**src/rtl/video_timing_gen_if.sv**
```systemverilog
`timescale 1ns/1ps
// Pixel-stream bundle (sync, enable, 24-bit {B,G,R} data, frame-start pulse).
// The source drives it through master; overlay/processing blocks consume it through slave.
interface video_timing_gen_if;
  logic        o1_vs;
  logic        o1_hs;
  logic        o1_de;
  logic [23:0] o1_data;
  logic        o1_fstart;

  modport master (output o1_vs, o1_hs, o1_de, o1_data, o1_fstart);
  modport slave  (input  o1_vs, o1_hs, o1_de, o1_data, o1_fstart);
endinterface

```
**src/rtl/video_timing_gen.sv**
```systemverilog
`timescale 1ns/1ps
// Programmable raster timing source with frame-aligned start/stop and a frame counter.
// Define VIDEO_TIMING_GEN_PATTERN_EN to emit 8 colour bars instead of the constant i_bgr.
module video_timing_gen #(
  parameter int P_HACT   = 1280,
  parameter int P_HFP    = 110,
  parameter int P_HSYNC  = 40,
  parameter int P_HBP    = 220,
  parameter int P_VACT   = 720,
  parameter int P_VFP    = 5,
  parameter int P_VSYNC  = 5,
  parameter int P_VBP    = 20,
  parameter bit P_HS_POL = 1'b1,
  parameter bit P_VS_POL = 1'b1
) (
  input  logic                      i_clk,
  input  logic                      i_xres,
  input  logic                      i_en,
  input  logic [23:0]               i_bgr,
  video_timing_gen_if.master        vid,
  output logic [15:0]               o_fcnt,
  output logic                      o_busy
);

  localparam int HTOTAL = P_HACT + P_HFP + P_HSYNC + P_HBP;
  localparam int VTOTAL = P_VACT + P_VFP + P_VSYNC + P_VBP;
  localparam int HW     = $clog2(HTOTAL);
  localparam int VW     = $clog2(VTOTAL);

  localparam logic [HW-1:0] H_LAST = HW'(HTOTAL - 1);
  localparam logic [HW-1:0] H_ACT  = HW'(P_HACT);
  localparam logic [HW-1:0] HS_BEG = HW'(P_HACT + P_HFP);
  localparam logic [HW-1:0] HS_END = HW'(P_HACT + P_HFP + P_HSYNC);
  localparam logic [VW-1:0] V_LAST = VW'(VTOTAL - 1);
  localparam logic [VW-1:0] V_ACT  = VW'(P_VACT);
  localparam logic [VW-1:0] VS_BEG = VW'(P_VACT + P_VFP);
  localparam logic [VW-1:0] VS_END = VW'(P_VACT + P_VFP + P_VSYNC);

  typedef enum logic [1:0] {IDLE, RUN, STOP} state_t;

  state_t        state, state_nxt;
  logic [HW-1:0] hcnt, hcnt_nxt;
  logic [VW-1:0] vcnt, vcnt_nxt;
  logic          frame_end;
  logic          running;
  logic          de_c, hs_c, vs_c;
  logic [23:0]   pix_data;

  assign running = (state != IDLE);

  always_ff @(posedge i_clk or negedge i_xres) begin
    if (!i_xres) begin
      state <= IDLE;
      hcnt  <= '0;
      vcnt  <= '0;
    end else begin
      state <= state_nxt;
      hcnt  <= hcnt_nxt;
      vcnt  <= vcnt_nxt;
    end
  end

  // STOP only differs from RUN in that the frame in flight is the last one unless i_en returns.
  always_comb begin
    state_nxt = state;
    hcnt_nxt  = hcnt;
    vcnt_nxt  = vcnt;
    frame_end = 1'b0;
    case (state)
      IDLE: begin
        hcnt_nxt = '0;
        vcnt_nxt = '0;
        if (i_en) state_nxt = RUN;
      end
      RUN, STOP: begin
        frame_end = (hcnt == H_LAST) && (vcnt == V_LAST);
        if (hcnt == H_LAST) begin
          hcnt_nxt = '0;
          vcnt_nxt = (vcnt == V_LAST) ? '0 : vcnt + 1'b1;
        end else begin
          hcnt_nxt = hcnt + 1'b1;
        end
        if (frame_end) state_nxt = i_en ? RUN : IDLE;
        else           state_nxt = i_en ? RUN : STOP;
      end
      default: state_nxt = IDLE;
    endcase
  end

  assign de_c = (hcnt < H_ACT) && (vcnt < V_ACT);
  assign hs_c = (hcnt >= HS_BEG) && (hcnt < HS_END);
  assign vs_c = (vcnt >= VS_BEG) && (vcnt < VS_END);

`ifdef VIDEO_TIMING_GEN_PATTERN_EN
  localparam int BAR_W = P_HACT / 8;
  localparam int BW    = (BAR_W > 1) ? $clog2(BAR_W) : 1;
  localparam logic [BW-1:0] BAR_LAST = BW'(BAR_W - 1);

  logic [2:0]    bar_idx;
  logic [BW-1:0] bar_pix;
  logic          unused_bgr;

  assign unused_bgr = ^i_bgr;

  function automatic logic [23:0] bar_colour(input logic [2:0] idx);
    case (idx)
      3'd0:    return 24'hFFFFFF;
      3'd1:    return 24'h00FFFF;
      3'd2:    return 24'hFFFF00;
      3'd3:    return 24'h00FF00;
      3'd4:    return 24'hFF00FF;
      3'd5:    return 24'h0000FF;
      3'd6:    return 24'hFF0000;
      default: return 24'h000000;
    endcase
  endfunction

  // Bar position tracks hcnt cycle for cycle, restarting with every line.
  always_ff @(posedge i_clk or negedge i_xres) begin
    if (!i_xres) begin
      bar_idx <= '0;
      bar_pix <= '0;
    end else if (!running || hcnt == H_LAST) begin
      bar_idx <= '0;
      bar_pix <= '0;
    end else if (bar_pix == BAR_LAST) begin
      bar_idx <= bar_idx + 3'd1;
      bar_pix <= '0;
    end else begin
      bar_pix <= bar_pix + 1'b1;
    end
  end

  assign pix_data = bar_colour(bar_idx);
`else
  assign pix_data = i_bgr;
`endif

  always_ff @(posedge i_clk or negedge i_xres) begin
    if (!i_xres) begin
      vid.o1_de     <= 1'b0;
      vid.o1_data   <= '0;
      vid.o1_fstart <= 1'b0;
      vid.o1_hs     <= ~P_HS_POL;
      vid.o1_vs     <= ~P_VS_POL;
      o_fcnt        <= '0;
      o_busy        <= 1'b0;
    end else begin
      o_busy <= running;
      if (frame_end) o_fcnt <= o_fcnt + 16'd1;
      if (running) begin
        vid.o1_de     <= de_c;
        vid.o1_data   <= de_c ? pix_data : 24'h000000;
        vid.o1_fstart <= (hcnt == '0) && (vcnt == '0);
        vid.o1_hs     <= hs_c ? P_HS_POL : ~P_HS_POL;
        vid.o1_vs     <= vs_c ? P_VS_POL : ~P_VS_POL;
      end else begin
        vid.o1_de     <= 1'b0;
        vid.o1_data   <= '0;
        vid.o1_fstart <= 1'b0;
        vid.o1_hs     <= ~P_HS_POL;
        vid.o1_vs     <= ~P_VS_POL;
      end
    end
  end

endmodule

```
**src/flat_wrapper.sv**
```systemverilog
// flat-port wrapper written by rule: the top's interface ports become plain ports
module video_timing_gen_flat 
#(
  parameter int P_HACT   = 1280,
  parameter int P_HFP    = 110,
  parameter int P_HSYNC  = 40,
  parameter int P_HBP    = 220,
  parameter int P_VACT   = 720,
  parameter int P_VFP    = 5,
  parameter int P_VSYNC  = 5,
  parameter int P_VBP    = 20,
  parameter bit P_HS_POL = 1'b1,
  parameter bit P_VS_POL = 1'b1
)
  (i_clk, i_xres, i_en, i_bgr, o_fcnt, o_busy, vid_o1_vs, vid_o1_hs, vid_o1_de, vid_o1_data, vid_o1_fstart);
  video_timing_gen_if vid_i ();
  input  logic i_clk;
  input  logic i_xres;
  input  logic i_en;
  input  logic [23:0] i_bgr;
  output logic [15:0] o_fcnt;
  output logic o_busy;
  output wire logic [$bits(vid_i.o1_vs)-1:0] vid_o1_vs;
  output wire logic [$bits(vid_i.o1_hs)-1:0] vid_o1_hs;
  output wire logic [$bits(vid_i.o1_de)-1:0] vid_o1_de;
  output wire logic [$bits(vid_i.o1_data)-1:0] vid_o1_data;
  output wire logic [$bits(vid_i.o1_fstart)-1:0] vid_o1_fstart;
  assign vid_o1_vs = vid_i.o1_vs;
  assign vid_o1_hs = vid_i.o1_hs;
  assign vid_o1_de = vid_i.o1_de;
  assign vid_o1_data = vid_i.o1_data;
  assign vid_o1_fstart = vid_i.o1_fstart;
  video_timing_gen #(.P_HACT(P_HACT), .P_HFP(P_HFP), .P_HSYNC(P_HSYNC), .P_HBP(P_HBP), .P_VACT(P_VACT), .P_VFP(P_VFP), .P_VSYNC(P_VSYNC), .P_VBP(P_VBP), .P_HS_POL(P_HS_POL), .P_VS_POL(P_VS_POL)) u_core (.i_clk(i_clk), .i_xres(i_xres), .i_en(i_en), .i_bgr(i_bgr), .vid(vid_i), .o_fcnt(o_fcnt), .o_busy(o_busy));
endmodule
```
**config.mk**
```make
export PLATFORM = sky130hd
export DESIGN_NAME = video_timing_gen_flat
export DESIGN_NICKNAME = d
export VERILOG_FILES = /design/src/rtl/video_timing_gen_if.sv /design/src/rtl/video_timing_gen.sv /design/src/flat_wrapper.sv
export SDC_FILE = /design/constraint.sdc
export NUM_CORES = 1
export LEC_CHECK = 0
export CORE_ASPECT_RATIO = 1.4
export CORE_MARGIN = 1.5
export CORE_UTILIZATION = 46
export DETAILED_ROUTE_END_ITERATION = 10
export PLACE_DENSITY = 0.76
export REMOVE_ABC_BUFFERS = 1
export SLEW_MARGIN = 10
export SYNTH_ARGS = -nofsm -noshare
export SYNTH_HDL_FRONTEND = slang
export SYNTH_SLANG_ARGS = --single-unit
export TNS_END_PERCENT = 30
```
**constraint.sdc**
```tcl
create_clock -name i_clk -period 1.7 [get_ports i_clk]
set_input_delay 0.34 -clock i_clk [delete_from_list [all_inputs] [get_ports i_clk]]
set_output_delay 0.34 -clock i_clk [all_outputs]
set_load 0.005 [all_outputs]
```
==> impl_metrics.csv <==
group,metric,value,unit
run_status,status,"finished with violations",
run_status,violations,"setup timing",
routing,drt-initial-drc-count,184,
synthesis,synth.avg_cell_area,10.6,um^2
pwr,finalPower,5.23,mW
timing,final_max_slew_viol_count,0,
critical_path,critPathBufInv,3,
clock_tree,worstSkewPairLatency,350,ps
place,pre_cts_ws,-170,ps
timing,min_period,1850,ps
finish,layout-drive-gt1-share,25.0,%
floorplanning,fp.dieArea,8030,um^2
timing,rsz0062_at_grt,"yes",
synthesis,synth-main-ff-cell,"dfrtp_1",
floorplanning,die_h,105,um
finish,fin_cells,541,
synthesis,synth.area.top_cells,"dfrtp_1 (49%), and2_1 (4.5%), ha_1 (3.6%), xor2_1 (3.6%), nand3_1 (3.0%)",
critical_path,crit_type,"flop to flop",
global_route,track_usage,20.9,%
timing,fin_crit_sh,109,%
global_route,grt_pass1_wl,13.3,mm
critical_path,crit_required,1960,ps
synthesis,synth_edf_count,0,
finish,n_antenna_cell,0,
critical_path,start_kind,"flop",
critical_path,cp_top_family,"simple AND/OR/NAND/NOR gates",
routing,wl,8.38,mm
critical_path,critPathMaxFanout,7,
place,dp_hpwl,5.81,mm
timing,final-setup-viol-count,19,
finish,area_delta_synth_final,42.4,%
synthesis,yosysTopAreaCell,"dfrtp_1",
routing,via_per_inst,5.35,
clock_tree,htree_levels,3,
clock_tree,clkSlewWorstSetupHoldPaths,80,ps
timing,skew,13.3,ps
floorplanning,pin_count,72,
clock_tree,cts_tree,"yes",
synthesis,synthesis.instances,325,
floorplanning,die_x,76.2,um
global_route,grt_overflow_total,0,
synthesis,synth_seq_cells,68,
synthesis,synth_area,3450,um^2
timing,slew_headroom,76.2,%
min_path,hp-class,"input pin to asynchronous set/reset pin",
routing,wire_per_inst,15.5,um
synthesis,yosysTopAreaCellShare,49.3,%
timing,hold_violations,0,
critical_path,arrival,2110,ps
critical_path,cp_slowest_cell,"dfrtp_1",
timing,fin_tns_setup,-1220,ps
synthesis,yosysUniqueCellTypes,48,
routing,vias,2894,
synthesis,synthArstFlopShare,100,%
place,numPortBuffers,71,
pwr,power_density,1070,nW/um^2
critical_path,crit_path_cell_trace,"nor4_4 > buf_4 > nand4_4 > buf_12 > buf_4 > nor3_2 > xnor2_1",
place,gp_congestion,0.878,
critical_path,worstSetupEndpointType,"flop",
run,drv_cap,0,
floorplanning,rows,37,
pwr,vdd_drop_max,0.687,mV
synthesis,seq_area_frac_synth,49.3,%
global_route,antenna_found_initial,0,
finish,final_nets,476,
critical_path,cpMostUsedCell,"buf_4",
floorplanning,start_util,47.2,%
timing,worst_pin_slew,354,ps
clock_tree,cts.sinks,68,
finish,design_area,4910,um^2
place,placed_area,4470,um^2
global_route,grt_max_degree,31,
timing,layout_setup_ws,-147,ps
clock_tree,cts_root_buf,"clkbuf_8",
clock_tree,clock_path_buffers,2,
global_route,grt_pass1_vias,2814,
pwr,power_leakage,2.30,nW
place,dpl.cell_count,517,
synthesis,yosys_warnings,0,
timing,fmax,541,MHz
critical_path,cp_slowest_stage_delay,420,ps
routing,drtPass1Iterations,6,
clock_tree,numCtsBuffers,9,
floorplanning,design.core.area,7310,um^2
routing,drc,0,
routing,postRouteAntennaNets,0,
## cell families after synthesis
| kind of cell | share of synthesized area (%) |
|---|---|
| buf+inv | 6.31 |
| flops | 49.3 |
| xor+xnor | 5.08 |
| compound gates | 6.20 |
| simple gates | 27.0 |
| mux | 2.43 |
| fa+ha+maj | 3.63 |
## synthesized netlist by cell type (3+ instances only)
| cell | count |
|---|---|
| buf_6 | 8 |
| nor3_1 | 5 |
| nand2_1 | 27 |
| nand4_1 | 9 |
| mux2_2 | 3 |
| ha_1 | 10 |
| nor2_1 | 20 |
| xor2_1 | 14 |
| dfrtp_1 | 68 |
| nand3b_1 | 4 |
| xnor2_1 | 6 |
| nor4_1 | 6 |
| nor3_2 | 8 |
| buf_2 | 3 |
| mux2i_1 | 5 |
| o21ai_0 | 8 |
| a31oi_1 | 6 |
| and4_1 | 6 |
| and2_1 | 25 |
| inv_1 | 16 |
| a21oi_1 | 7 |
| nand3_1 | 21 |
| clkbuf_1 | 6 |
## flip-flops by register name (all words and copies together), names as in the netlist
name / flops
u_core.vid.o1_data: 24
u_core.o_fcnt: 16
u_core.hcnt: 11
u_core.vcnt: 10
u_core.state: 2
u_core.o_busy: 1
u_core.vid.o1_de: 1
u_core.vid.o1_fstart: 1
u_core.vid.o1_hs: 1
u_core.vid.o1_vs: 1
## cells in the final DEF, fill, tap and decap left out, types with 3 or more instances in the layout
| master | count |
|---|---|
| a21oi_1 | 5 |
| a31oi_1 | 6 |
| and2_1 | 25 |
| and4_1 | 4 |
| buf_12 | 3 |
| buf_4 | 44 |
| clkbuf_8 | 9 |
| clkdlybuf4s50_1 | 69 |
| clkinv_4 | 3 |
| dfrtp_1 | 65 |
| dfrtp_2 | 3 |
| ha_1 | 8 |
| inv_1 | 13 |
| inv_2 | 3 |
| mux2i_1 | 5 |
| nand2_1 | 27 |
| nand3_1 | 21 |
| nand3b_1 | 4 |
| nand4_1 | 9 |
| nor2_1 | 19 |
| nor3_1 | 4 |
| nor3_2 | 4 |
| nor3_4 | 5 |
| nor4_4 | 4 |
| o21ai_0 | 6 |
| xnor2_1 | 6 |
| xor2_1 | 14 |
## final cells by class
type | count | area [um^2]
Fill cell | 561 | 2400
Sequential cell | 68 | 1710
Multi-Input combinational cell | 221 | 1680
Timing Repair Buffer | 123 | 1170
Clock buffer | 9 | 124
Tap cell | 97 | 121
Inverter | 16 | 60.1
Clock inverter | 7 | 52.6
## final timing paths
path / startpoint / slack (ps) / depth (start not counted) / endpoint
setup / recovery: u_core.hcnt[8]$_DFFE_PN0P_ / -150 / 7 / u_core.o_fcnt[14]$_DFFE_PN0P_
hold / removal: i_xres / 380 / 2 / u_core.o_fcnt[1]$_DFFE_PN0P_
setup reg to reg: u_core.hcnt[8]$_DFFE_PN0P_ / -150 / 7 / u_core.o_fcnt[14]$_DFFE_PN0P_
hold reg to reg: u_core.o_fcnt[15]$_DFFE_PN0P_ / 470 / 1 / u_core.o_fcnt[15]$_DFFE_PN0P_
max in group asynchronous: i_xres / 890 / 3 / u_core.vcnt[9]$_DFFE_PN0P_
min in group i_clk: u_core.o_fcnt[15]$_DFFE_PN0P_ / 470 / 1 / u_core.o_fcnt[15]$_DFFE_PN0P_
## power breakdown
part           internal [mW]  total [mW]  switching (mW)
Clock                  0.535        1.19           0.657
Combinational           1.05        2.03           0.980
Sequential              1.91        2.01          0.0946
Total                   3.50        5.23            1.73
## through the flow
step	util, %	hold WS, ps
2_1_floorplan	-	44.4
3_3_place_gp	61.2	228
3_5_place_dp	61.2	225
4_1_cts	64.8	371
5_1_grt	67.2	388
6_report	67.2	377
## per-layer routing
metal  GRT usage [%]  up-vias  routed length [um]
met5               0        -                   0
met4            10.4        0                 350
met3            5.11       32                 354
met2            37.6       83                4560
met1            22.9     1415                3120
li1                -     1364                   -
## timing repair
action,4_1_cts,5_1_grt
hold buffers,1,0
cloned,0,1
endpoints found under the setup margin,25,33
buffers inserted,2,4
gates resized for setup,13,26
pin swaps,2,17
endpoints found under the hold margin,4,0
Power figures use the tool's default switching activity.
